===== config.mk =====
export PLATFORM = sky130hd
export DESIGN_NAME = immgen_pipe
export DESIGN_NICKNAME = d
export VERILOG_FILES = /design/src/rtl/immgen_pkg.sv /design/src/rtl/imm_extract.sv /design/src/rtl/immgen_pipe.sv
export SDC_FILE = /design/constraint.sdc
export NUM_CORES = 1
export LEC_CHECK = 0
export ABC_AREA = 1
export CORE_MARGIN = 4
export CORE_UTILIZATION = 50
export CTS_CLUSTER_DIAMETER = 40
export CTS_CLUSTER_SIZE = 24
export DETAILED_ROUTE_END_ITERATION = 16
export DONT_BUFFER_PORTS = 1
export SLEW_MARGIN = 20
export SYNTH_ARGS = -nofsm -noshare
export SYNTH_HDL_FRONTEND = slang
export SYNTH_SLANG_ARGS = --single-unit

===== constraint.sdc =====
create_clock -name clk -period 3.2 [get_ports clk]
set_input_delay 0.96 -clock clk [delete_from_list [all_inputs] [get_ports clk]]
set_output_delay 0.96 -clock clk [all_outputs]
set_load 0.01 [all_outputs]

===== src/rtl/immgen_pkg.sv =====
// Shared immediate-select encodings and the sign-extension helper for the immgen pipeline.
// No logic of its own: no latency, no backpressure.
// Defines the constants used by imm_extract and immgen_pipe.
package immgen_pkg;

    localparam int SEL_W = 3;

    localparam logic [SEL_W-1:0] IMM_I   = 3'd0;
    localparam logic [SEL_W-1:0] IMM_S   = 3'd1;
    localparam logic [SEL_W-1:0] IMM_B   = 3'd2;
    localparam logic [SEL_W-1:0] IMM_U   = 3'd3;
    localparam logic [SEL_W-1:0] IMM_J   = 3'd4;
    localparam logic [SEL_W-1:0] IMM_Z   = 3'd5;
    localparam logic [SEL_W-1:0] IMM_SH  = 3'd6;
    localparam logic [SEL_W-1:0] IMM_RSV = 3'd7;

    // val holds a width-bit field in its low bits; the result is that field sign-extended to 64 bits.
    function automatic logic [63:0] sext(input logic [31:0] val, input int unsigned width);
        logic [63:0] wide;
        wide = {val << (32 - width), 32'b0};
        return 64'($signed(wide) >>> (64 - width));
    endfunction

endpackage


===== src/rtl/imm_extract.sv =====
// Combinational immediate extraction for all RV32/RV64 base formats plus zimm and shamt.
// Latency: 0 cycles (pure combinational).
// Backpressure: none; the enclosing pipeline owns all flow control.
module imm_extract
    import immgen_pkg::*;
#(
    parameter int XLEN = 32
) (
    input  logic [31:0]      inst,
    input  logic [SEL_W-1:0] immsel,
    output logic [XLEN-1:0]  imm,
    output logic             err
);

    // The opcode field carries no immediate bits in any format.
    logic unused_opcode;
    assign unused_opcode = ^inst[6:0];

    always_comb begin
        imm = '0;
        err = 1'b0;
        case (immsel)
            IMM_I:  imm = XLEN'(sext({20'b0, inst[31:20]}, 12));
            IMM_S:  imm = XLEN'(sext({20'b0, inst[31:25], inst[11:7]}, 12));
            IMM_B:  imm = XLEN'(sext({19'b0, inst[31], inst[7], inst[30:25], inst[11:8], 1'b0}, 13));
            IMM_U:  imm = XLEN'(sext({inst[31:12], 12'b0}, 32));
            IMM_J:  imm = XLEN'(sext({11'b0, inst[31], inst[19:12], inst[20], inst[30:21], 1'b0}, 21));
            IMM_Z:  imm = XLEN'(inst[19:15]);
            // RV64 shift amounts carry one extra bit.
            IMM_SH: imm = (XLEN == 64) ? XLEN'(inst[25:20]) : XLEN'(inst[24:20]);
            default: begin
                imm = '0;
                err = 1'b1;
            end
        endcase
    end

endmodule


===== src/rtl/immgen_pipe.sv =====
// Two-stage valid/ready immediate generator between decode and execute; IMMGEN_TARGET_EN adds pc+imm.
// Latency: 2 cycles from accept to out_valid; 1 entry/cycle sustained when out_ready=1.
// Backpressure: in_ready = !s1_valid | !s2_valid | out_ready; outputs hold while stalled; flush drops all.
module immgen_pipe
    import immgen_pkg::*;
#(
    parameter int XLEN  = 32,
    parameter int SEL_W = 3
) (
    input  logic             clk,
    input  logic             rst,
    input  logic             flush,
    input  logic             in_valid,
    output logic             in_ready,
    input  logic [31:0]      in_inst,
    input  logic [SEL_W-1:0] in_immsel,
    input  logic [XLEN-1:0]  in_pc,
    output logic             out_valid,
    input  logic             out_ready,
    output logic [XLEN-1:0]  out_imm,
    output logic [XLEN-1:0]  out_target,
    output logic             out_err
);

    logic [XLEN-1:0] ext_imm;
    logic            ext_err;

    imm_extract #(
        .XLEN (XLEN)
    ) u_extract (
        .inst   (in_inst),
        .immsel (in_immsel),
        .imm    (ext_imm),
        .err    (ext_err)
    );

    logic            s1_valid;
    logic            s2_valid;
    logic            s1_adv;
    logic            s2_adv;
    logic [XLEN-1:0] s1_imm;
    logic            s1_err;

    assign s2_adv    = !s2_valid || out_ready;
    assign s1_adv    = !s1_valid || s2_adv;
    assign in_ready  = s1_adv;
    assign out_valid = s2_valid;

    always_ff @(posedge clk) begin
        if (rst) begin
            s1_valid <= 1'b0;
            s2_valid <= 1'b0;
        end else if (flush) begin
            s1_valid <= 1'b0;
            s2_valid <= 1'b0;
        end else begin
            if (s1_adv) s1_valid <= in_valid;
            if (s2_adv) s2_valid <= s1_valid;
        end
    end

    // Data registers move only with their stage, so a stalled entry stays put.
    always_ff @(posedge clk) begin
        if (rst) begin
            s1_imm <= '0;
            s1_err <= 1'b0;
        end else if (s1_adv && in_valid) begin
            s1_imm <= ext_imm;
            s1_err <= ext_err;
        end
    end

    always_ff @(posedge clk) begin
        if (rst) begin
            out_imm <= '0;
            out_err <= 1'b0;
        end else if (s2_adv && s1_valid) begin
            out_imm <= s1_imm;
            out_err <= s1_err;
        end
    end

`ifdef IMMGEN_TARGET_EN
    logic [XLEN-1:0] s1_pc;
    logic [XLEN-1:0] s2_target_nxt;

    // Wraps modulo 2^XLEN; the carry is intentionally dropped.
    assign s2_target_nxt = s1_pc + s1_imm;

    always_ff @(posedge clk) begin
        if (rst) begin
            s1_pc <= '0;
        end else if (s1_adv && in_valid) begin
            s1_pc <= in_pc;
        end
    end

    always_ff @(posedge clk) begin
        if (rst) begin
            out_target <= '0;
        end else if (s2_adv && s1_valid) begin
            out_target <= s2_target_nxt;
        end
    end
`else
    logic unused_pc;
    assign unused_pc  = ^in_pc;
    assign out_target = '0;
`endif

endmodule


**After elaboration in Yosys (flattened, before gate mapping)**

Index checks and enable logic that the tools add are counted.

- Output and inout port bits: 67
- Input port bits: 72
- Bits in registers: 68

- Multiplexer cells: 2
- Eq/ne operators: 6
- Reductions and logical operators: 9

Operator list:

| kind | number |
|---|---|
| $pmux 32 s7 | 1 |
| $eq 3x3->1 const B | 3 |
| $reduce_or 7->1 | 1 |
| $eq 3x2->1 const B | 2 |
| $eq 3x1->1 const B | 1 |
| $logic_not 3->1 | 1 |
| $logic_and 1x1->1 | 2 |
| $logic_not 1->1 | 2 |
| $logic_or 1x1->1 | 2 |
| $reduce_or 2->1 | 1 |
| $mux 1 | 1 |

**Longest topological paths before layout**

- Word-level depth: 4
- Gate-level depth with buffers: 9
- Gate-level depth less buffers: 7

**Hierarchy**

A second synthesis with hierarchy kept.

- Cells, all modules: 539
- Area, all modules: 3,689.8 um^2

By module, submodules not included:

| module | instances | area an instance (um^2) | cells an instance | sequential area each (um^2) |
|---|---|---|---|---|
| immgen_pipe | 1 | 3,225.6 | 439 | 1,361.3 |
| imm_extract | 1 | 464.2 | 100 | 0.0 |

**Worst setup path after synthesis**

Ideal clock, no wire load.

- Kind: input port to output port
- From: input port out_ready
- To: output port in_ready
- Arrival time: 1.139 ns
- Setup slack: 1.101 ns
- Stages on the path: 2
- Buffers on the path: 0
- Path through: inv_2 > nand3_1

- Cells in the longest elaborated chain, start to end: 2

RTL lines:

| item | line | source |
|---|---|---|
| start: declaration | immgen_pipe.sv:19 | `input logic out_ready,` |
| $logic_or 1x1->1 | immgen_pipe.sv:44 | `assign s2_adv = !s2_valid \|\| out_ready;` |
| $logic_or 1x1->1 | immgen_pipe.sv:45 | `assign s1_adv = !s1_valid \|\| s2_adv;` |
| end: declaration | immgen_pipe.sv:14 | `output logic in_ready,` |

Every way passes these cells.

**Final worst setup path**

Ends and elaborated chain as after synthesis.

==> flow_summary.yaml <==
worst_hold_path:
  hp-class: "reg -> reg"
  hold_path_depth: 2
  min_from: "s1_imm[20]$_SDFFE_PP0P_"
  min_to: "s1_imm[20]$_SDFFE_PP0P_"
timing:
  finClkSkew_ns: 0.00268
  rsz0062_at_grt: "no"
  worst_slack_ns: 1.08
  drv_slew: 0
  period_share_pct: 66.3
  setup-tns-final_ns: 0
  setup_viol: 0
  tightest_slew_ns: 0.643
  hold_viol: 0
  slew_headroom_pct: 57.1
  fmax_mhz: 471
  min_period_ns: 2.12
final_layout:
  syn_to_final_growth_pct: 0.762
  multi_input_area_um2: 1440
  fillerInstances: 651
  regArea_um2: 1360
  final_nets: 479
  num_antenna_cells: 0
  drive_gt1_share_pct: 14.3
die:
  pin_count: 139
  core_area_um2: 5990
  die_y_um: 87.0
  num_rows: 28
  die-area_um2: 7570
  die_width_um: 87.0
  start_util_pct: 52.1
yosys:
  yosys.area.top_type: "dfxtp_1"
  ys_ff_latch: 68
  synthSimpleGateAreaFrac_pct: 24.8
  yosys.area_share.xor_xnor_pct: 0
  ys_types: 27
  syn_area_per_cell_um2: 7.50
  synthMuxAreaShare_pct: 0
  synth_edf_count: 0
  synth_fa_ha_area_share_pct: 0
  synthFlopType: "dfxtp_1"
  ys_top_cells_by_count: "nand2_1, nor2_1, dfxtp_1, o21ai_0, buf_4"
  synth_top_family_by_area: "simple AND/OR/NAND/NOR gates"
  yosys_warnings: 0
  ys_top_cells_by_area: "dfxtp_1, nand2_1, nor2_1"
  syn_inst: 416
  synth_most_common_cell: "nand2_1"
  synthesis.area_um2: 3120
  ys_async_sr_fraction_pct: 0
  synth_compound_area_share_pct: 17.3
  yosysSeqAreaShare_pct: 43.6
  yosysTopAreaCellShare_pct: 43.6
routing:
  dr.first_iter.drc_count: 133
  via_per_inst: 4.95
  routed_wl_mm: 6.64
  routedWlPerCell_um: 13.6
  ant_nets: 0
  vias: 2409
  drc: 0
  firstDrtPassIters: 4
pwr:
  powerDensity_nw_per_um2: 543
  ir_worst_vdd_uv: 268
  power.leakage_nw: 1.32
  p_total_w: 0.00171
critical_path:
  cp_data_arrival_time_ns: 1.16
  r2r-start: "out_valid$_SDFFE_PP0P_"
  cpPeakStageDelay_ns: 0.17
  reg2reg_depth: 5
  crit_chain: "inv_2 > nand3_1"
  critPathKind: "in -> out"
  path_buf_inv: 1
  end_kind: "primary output"
  critical_path.max_fanout: 3
  path_delay_family: "simple AND/OR/NAND/NOR gates"
  r2r_end: "s1_imm[31]$_SDFFE_PP0P_"
  startpoint: "out_ready"
  start_kind: "input port"
  slowest_stage: "nand3_1"
  rrSetupSlack_ns: 1.63
  required_ns: 2.24
clocking:
  cts_root_buffer: "clkbuf_8"
  cts-resized-gates: 0
  clk_pin_slew_ns: 0.07
  clock_latency_ns: 0.34
  hold_buffers: 0
  cts_tree: "done"
  clock-sinks: 68
  post-cts-setup-buffers: 0
  ctsHtreeMaxLevel: 3
  cts_buffer_depth: 2
  cts_buffers: 9
grt:
  grt_pass1_vias: 2241
  antenna_found_initial: 0
  grtUsageTotal_pct: 18.5
  grt_pass1_wl_mm: 10.7
  grt_max_degree: 35
  grt.overflow.total: 0
outcome:
  status: "complete, no violations"
placement:
  gp_congestion: 0.776
  io_buffers: 0
  hpwl_mm: 4.59
  dp_slack_ns: 1.03
run:
  max-cap-violations: 0
state kept, by name, summed over array words and instances, names as in the netlist:
signal,cells
out_valid,1
out_imm,32
s1_err,1
s1_imm,32
s1_valid,1
out_err,1
per-layer routing:
metal	track usage (%)	routed length [um]	vias to the layer above
li1	-	-	1245
met1	21.4	2750	1081
met2	29.2	3090	73
met3	8.04	689	10
met4	9.35	110	0
met5	0	0	-
area by class of cell:
class                   count  area share [%]
repair buffers              3           0.716
clock inverters             2           0.318
multi-input cells         307            45.6
inverters                  18            2.23
well taps                  75            2.98
clock buffers              14            4.85
flip-flops and latches     68            43.3
layout by cell type (no fill, tap or decap):
master / instances
clkinv_1: 1
inv_4: 1
conb_1: 32
clkinv_2: 2
nand2_2: 12
a21oi_2: 10
nor3_1: 1
nor2_2: 1
a21oi_1: 25
nand3_2: 1
inv_2: 4
o211ai_1: 1
or2_2: 1
clkbuf_1: 4
nand2_1: 80
clkbuf_8: 10
o21ai_4: 1
o21ai_2: 10
nand2_4: 3
buf_4: 3
dfxtp_1: 68
o21ai_1: 2
nand3_1: 13
nor2_1: 73
o21ai_0: 41
inv_1: 12
cells by family (layout without fill, tap and decap cells):
logic type	count (synthesis)	count (layout)
buffers and inverters	72	37
AO/OA/AOI/OAI	90	90
other	1	32
AND/OR/NAND/NOR	185	185
flip-flops	68	68
how the worst max path moves through the flow:
stage               cells past startpoint                      end
global placement                        6  s1_imm[31]$_SDFFE_PP0P_
finish                                  2                 in_ready
floorplan                               2                 in_ready
detailed placement                      6  s1_imm[31]$_SDFFE_PP0P_
global route                            2                 in_ready
CTS                                     2                 in_ready
through the flow:
stage | utilization [%] | cells | area [um2] | hold slack, ns
after detailed placement | 49.8 | 471 | 2980 | 0.448
after global placement | 49.8 | 471 | 2980 | 0.445
after floorplan | - | 447 | 3240 | 0.441
after CTS | 52.5 | 487 | 3150 | 0.459
after global routing | 52.5 | 487 | 3150 | 0.479
final | 52.5 | 487 | 3150 | 0.457
where the power goes:
part | internal [W] | switching, W
sequential | 0.000891 | 0.0000323
clock | 0.000301 | 0.000304
combinational | 0.0000575 | 0.000122
(Power assumes the default switching activity.)
==> edit 1: new RTL, same flow settings <==
`SEL_W` is set to 3 in 2 places; all go to 4.
--- a/src/rtl/immgen_pkg.sv
+++ b/src/rtl/immgen_pkg.sv
@@ -3,7 +3,7 @@
 // Defines the constants used by imm_extract and immgen_pipe.
 package immgen_pkg;
 
-    localparam int SEL_W = 3;
+    localparam int SEL_W = 4;
 
     localparam logic [SEL_W-1:0] IMM_I   = 3'd0;
     localparam logic [SEL_W-1:0] IMM_S   = 3'd1;
--- a/src/rtl/immgen_pipe.sv
+++ b/src/rtl/immgen_pipe.sv
@@ -5,7 +5,7 @@
     import immgen_pkg::*;
 #(
     parameter int XLEN  = 32,
-    parameter int SEL_W = 3
+    parameter int SEL_W = 4
 ) (
     input  logic             clk,
     input  logic             rst,
Ports: changed (resized in_immsel); port bits go from 139 to 140. No check against the original RTL was run, so the function may have changed too.
==> edit 1 against the original RTL <==
Total power up 8.4%. Die area down 3.6%. Setup slack better by 0.019 ns. Core utilization up 2.5 points. First-iteration DRC count down 15%. Fmax up 0.92%. Critical path depth unchanged. Area after synthesis down 4.0%. Sequential cell count unchanged. Cell area down 1.3%. Routed wire length up 4.7%. Register-to-register slack worse by 0.03 ns. Clock skew up 0.0080 ns. Combinational power down 21%. Critical path type unchanged. Largest cell class is now sequential cells.
==> edit 1: results (changes against the original RTL) <==
| Metric | Value |
|---|---|
| Hold Startpoint | `s1_imm[14]$_SDFFE_PP0P_ (was s1_imm[20]$_SDFFE_PP0P_)` |
| Drt first-iter violations | `113 (was 133)` |
| Via count | `2478 (was 2409)` |
| Syn Area/Cell | `7.02 um2 (was 7.50 um2)` |
| Worst hold path class | `reg -> reg (unchanged)` |
| Pre-CTS setup slack | `0.926 ns (was 1.03 ns)` |
| Gpl congestion | `0.844 (was 0.776)` |
| CTS root buf | `clkbuf_8 (unchanged)` |
| Via density | `5.01 (was 4.95)` |
| RR Endpoint | `s1_imm[7]$_SDFFE_PP0P_ (was s1_imm[31]$_SDFFE_PP0P_)` |
| Seq/Total Area, Yosys | `0.454 (was 0.436)` |
| Clk_skew | `0.0107 ns (was 0.00268 ns)` |
| Largest net degree at the start of global routing | `35 (unchanged)` |
| Max stage delay on crit path | `0.12 ns (was 0.17 ns)` |
| Hold path endpoint | `s1_imm[14]$_SDFFE_PP0P_ (was s1_imm[20]$_SDFFE_PP0P_)` |
| Layout net count | `491 (was 479)` |
| First-pass GRT wire length | `11.0 mm (was 10.7 mm)` |
| Placed cell areas | `0.00288 mm2 (was 0.00298 mm2)` |
| Highest-delay cell along the critical path | `nand3_2 (was nand3_1)` |
| Met3 wire len | `587 um (was 689 um)` |
| Hpwl dp | `4.92 mm (was 4.59 mm)` |
| Cell count after placement | `479 (was 471)` |
| R2R Setup Slk | `1.60 ns (was 1.63 ns)` |
| Most instantiated cells after synthesis | `121 x nand2_1, 72 x nor2_1, 68 x dfxtp_1 (was 80 x nand2_1, 73 x nor2_1, 68 x dfxtp_1)` |
| Met2 WL | `3.36 mm (was 3.09 mm)` |
| Vias in the first global route | `2267 (was 2241)` |
| Worst hold margin | `0.457 ns (about the same)` |
| VDD IR max | `0.420 mV (was 0.268 mV)` |
| Status | `complete, no violations (unchanged)` |
| CP Data Arrival Time | `1.14 ns (was 1.16 ns)` |
| Layout cells sized above 1 | `0.0591 (was 0.143)` |
| Final WL | `6.95 mm (was 6.64 mm)` |
| All-Layer GR Usage | `0.192 (was 0.185)` |
| R2r worst-path depth | `7 (was 5)` |
[edit 1: changes by cell type after synthesis, sizes merged]
cell    delta
buf        -1
clkbuf     +1
clkinv     -1
inv        -4
nand2     +28
nand3      +6
nor3       -1
o21ai     -17
[edit 1: cell type report]
type,count,area (um2)
flip-flops and latches,68,1360
multi-input cells,323,1350
inverters,13,48.8
well taps,72,90.1
repair buffers,3,22.5
clock buffers,13,159
fillers,605,2540
clock inverters,3,68.8
[edit 1: where the power goes]
group,switching (mW),internal (mW)
Sequential,0.0294,0.881
Combinational,0.101,0.0410
Clock,0.316,0.484
Total,0.447,1.41
[edit 1: kinds of logic after synthesis]
family | count (synthesis) | synth area share
AO/OA/AOI/OAI | 73 | 0.123
buffers and inverters | 67 | 0.133
flip-flops | 68 | 0.454
other | 1 | 0.00125
AND/OR/NAND/NOR | 218 | 0.289
[edit 1: worst max-delay path by stage]
stage	to	slack, ns
floorplan	in_ready	1.12
global placement	s1_imm[7]$_SDFFE_PP0P_	0.94
detailed placement	s1_imm[7]$_SDFFE_PP0P_	0.93
CTS	in_ready	1.09
global route	in_ready	1.08
finish	in_ready	1.10
[edit 1: metal layers]
| metal | global-route usage | up-vias |
|---|---|---|
| li1 | - | 1268 |
| met1 | 0.229 | 1125 |
| met5 | 0 | - |
| met3 | 0.0660 | 10 |
| met2 | 0.315 | 75 |
| met4 | 0.0777 | 0 |
==> edit 2: new RTL, same settings <==
Without the edit above. Register the output `out_err` once more, without a reset; this adds one clock of latency there. The other outputs are not delayed to match.
--- a/src/rtl/immgen_pipe.sv
+++ b/src/rtl/immgen_pipe.sv
@@ -21,6 +21,8 @@
     output logic [XLEN-1:0]  out_target,
     output logic             out_err
 );
+
+    logic out_err_s0;
 
     logic [XLEN-1:0] ext_imm;
     logic            ext_err;
@@ -73,10 +75,10 @@
     always_ff @(posedge clk) begin
         if (rst) begin
             out_imm <= '0;
-            out_err <= 1'b0;
+            out_err_s0 <= 1'b0;
         end else if (s2_adv && s1_valid) begin
             out_imm <= s1_imm;
-            out_err <= s1_err;
+            out_err_s0 <= s1_err;
         end
     end
 
@@ -108,5 +110,9 @@
     assign out_target = '0;
 `endif
 
+    always_ff @(posedge clk) begin
+        out_err <= out_err_s0;
+    end
+
 endmodule
 
Behaviour: not the same (Yosys sat finds a counterexample within 4 cycles, from zero or initial values and one cycle with rst high).
==> edit 2 against the original RTL <==
Setup slack improved by 0.0025 ns. Total power rose by 15%. Area after synthesis is 0.64% higher. Clock power increased by 39%. Sequential cell count grew 1. Via count shrank 0.42%. Global-route usage down 0.24 points. Non-clock buffer count stayed put. Cell area rose by 3.1%. Routed wire length up 1.4%. Largest cell class unchanged. Largest power group unchanged. Highest routed layer unchanged.
==> edit 2: results (changes against the original RTL) <==
| Metric | Value |
|---|---|
| Cell count after placement | `472 (was 471)` |
| Relative slew slack | `0.567 (was 0.571)` |
| Status | `complete, no violations (unchanged)` |
| WL/cell | `13.8 um (was 13.6 um)` |
| All-Layer GR Usage | `0.183 (was 0.185)` |
| Final WL | `6.73 mm (was 6.64 mm)` |
| Drt first-iter violations | `125 (was 133)` |
| First-pass GRT wire length | `10.8 mm (was 10.7 mm)` |
| Post-Synthesis Cells | `417 (was 416)` |
| Highest-delay cell along the critical path | `nand3_1 (unchanged)` |
| Most instantiated cells after synthesis | `80 x nand2_1, 73 x nor2_1, 69 x dfxtp_1 (was 80 x nand2_1, 73 x nor2_1, 68 x dfxtp_1)` |
| Layout net count | `480 (was 479)` |
| Filler Cell Count | `617 (was 651)` |
| PortBufs | `0 (unchanged)` |
| Pre-CTS setup slack | `1.04 ns (was 1.03 ns)` |
| Total iterations of the first detailed-routing run | `4 (unchanged)` |
| Pleak | `1.36 nW (was 1.32 nW)` |
| Gpl congestion | `0.794 (was 0.776)` |
| Hpwl dp | `4.53 mm (was 4.59 mm)` |
| Clk_skew | `0.00587 ns (was 0.00268 ns)` |
| Via density | `4.92 (was 4.95)` |
| CP Data Required Time | `2.24 ns (about the same)` |
| Vias in the first global route | `2213 (was 2241)` |
| VDD IR max | `0.341 mV (was 0.268 mV)` |
| Layout cells sized above 1 | `0.150 (was 0.143)` |
| Synth top area cells | `dfxtp_1 44%, nand2_1 9.6%, nor2_1 8.7% (was dfxtp_1 44%, nand2_1 9.6%, nor2_1 8.8%)` |
| Seq/Total Area, Yosys | `0.440 (was 0.436)` |
| Largest net degree at the start of global routing | `36 (was 35)` |
| Final period util | `0.663 (about the same)` |
edit 2: changes by cell type after synthesis, sizes merged:
cell,unedited run,this run
dfxtp,68,69
edit 2: metal layers:
layer,share of wire,routed length [um],global-route usage,up-vias
met2,0.46,3120,0.278,90
li1,-,-,-,1250
met3,0.11,723,0.0728,6
met5,0,0,0,-
met4,0.0079,53,0.0879,0
met1,0.42,2830,0.225,1053
edit 2: metrics by stage:
stage	hold WS [ns]	area (um2)
after CTS	0.375	3240
after global placement	0.369	3000
after global routing	0.384	3240
after detailed placement	0.364	3000
after floorplan	0.331	3260
final	0.375	3240
edit 2: final timing paths:
check / start / end / slack (ns) / cells after the start
hold reg to reg: out_err_s0$_SDFFE_PP0P_ / out_err$_DFF_P_ / 0.37 / 0
setup reg to reg: out_valid$_SDFFE_PP0P_ / s1_imm[31]$_SDFFE_PP0P_ / 1.64 / 5
hold / removal: out_err_s0$_SDFFE_PP0P_ / out_err$_DFF_P_ / 0.37 / 0
setup / recovery: out_ready / in_ready / 1.08 / 2
edit 2: final cells by class:
class / count / share of cell area
inverter: 18 / 0.0216
timing repair buffer: 3 / 0.00695
clock inverter: 6 / 0.0343
clock buffer: 10 / 0.0394
multi-input combinational: 307 / 0.443
tap: 75 / 0.0289
sequential: 69 / 0.426
edit 2: cells by family after synthesis:
logic type      after synthesis  share of synthesized area
buf+inv                      72                      0.141
flops                        69                      0.440
compound gates               90                      0.172
other cells                   1                    0.00119
simple gates                185                      0.247
edit 2: power by group:
group          internal (mW)  total (mW)  switching [mW]  leakage [nW]
logic                 0.0575       0.180           0.122         0.676
clock network          0.518       0.841           0.323         0.116
registers              0.904       0.937          0.0333         0.565
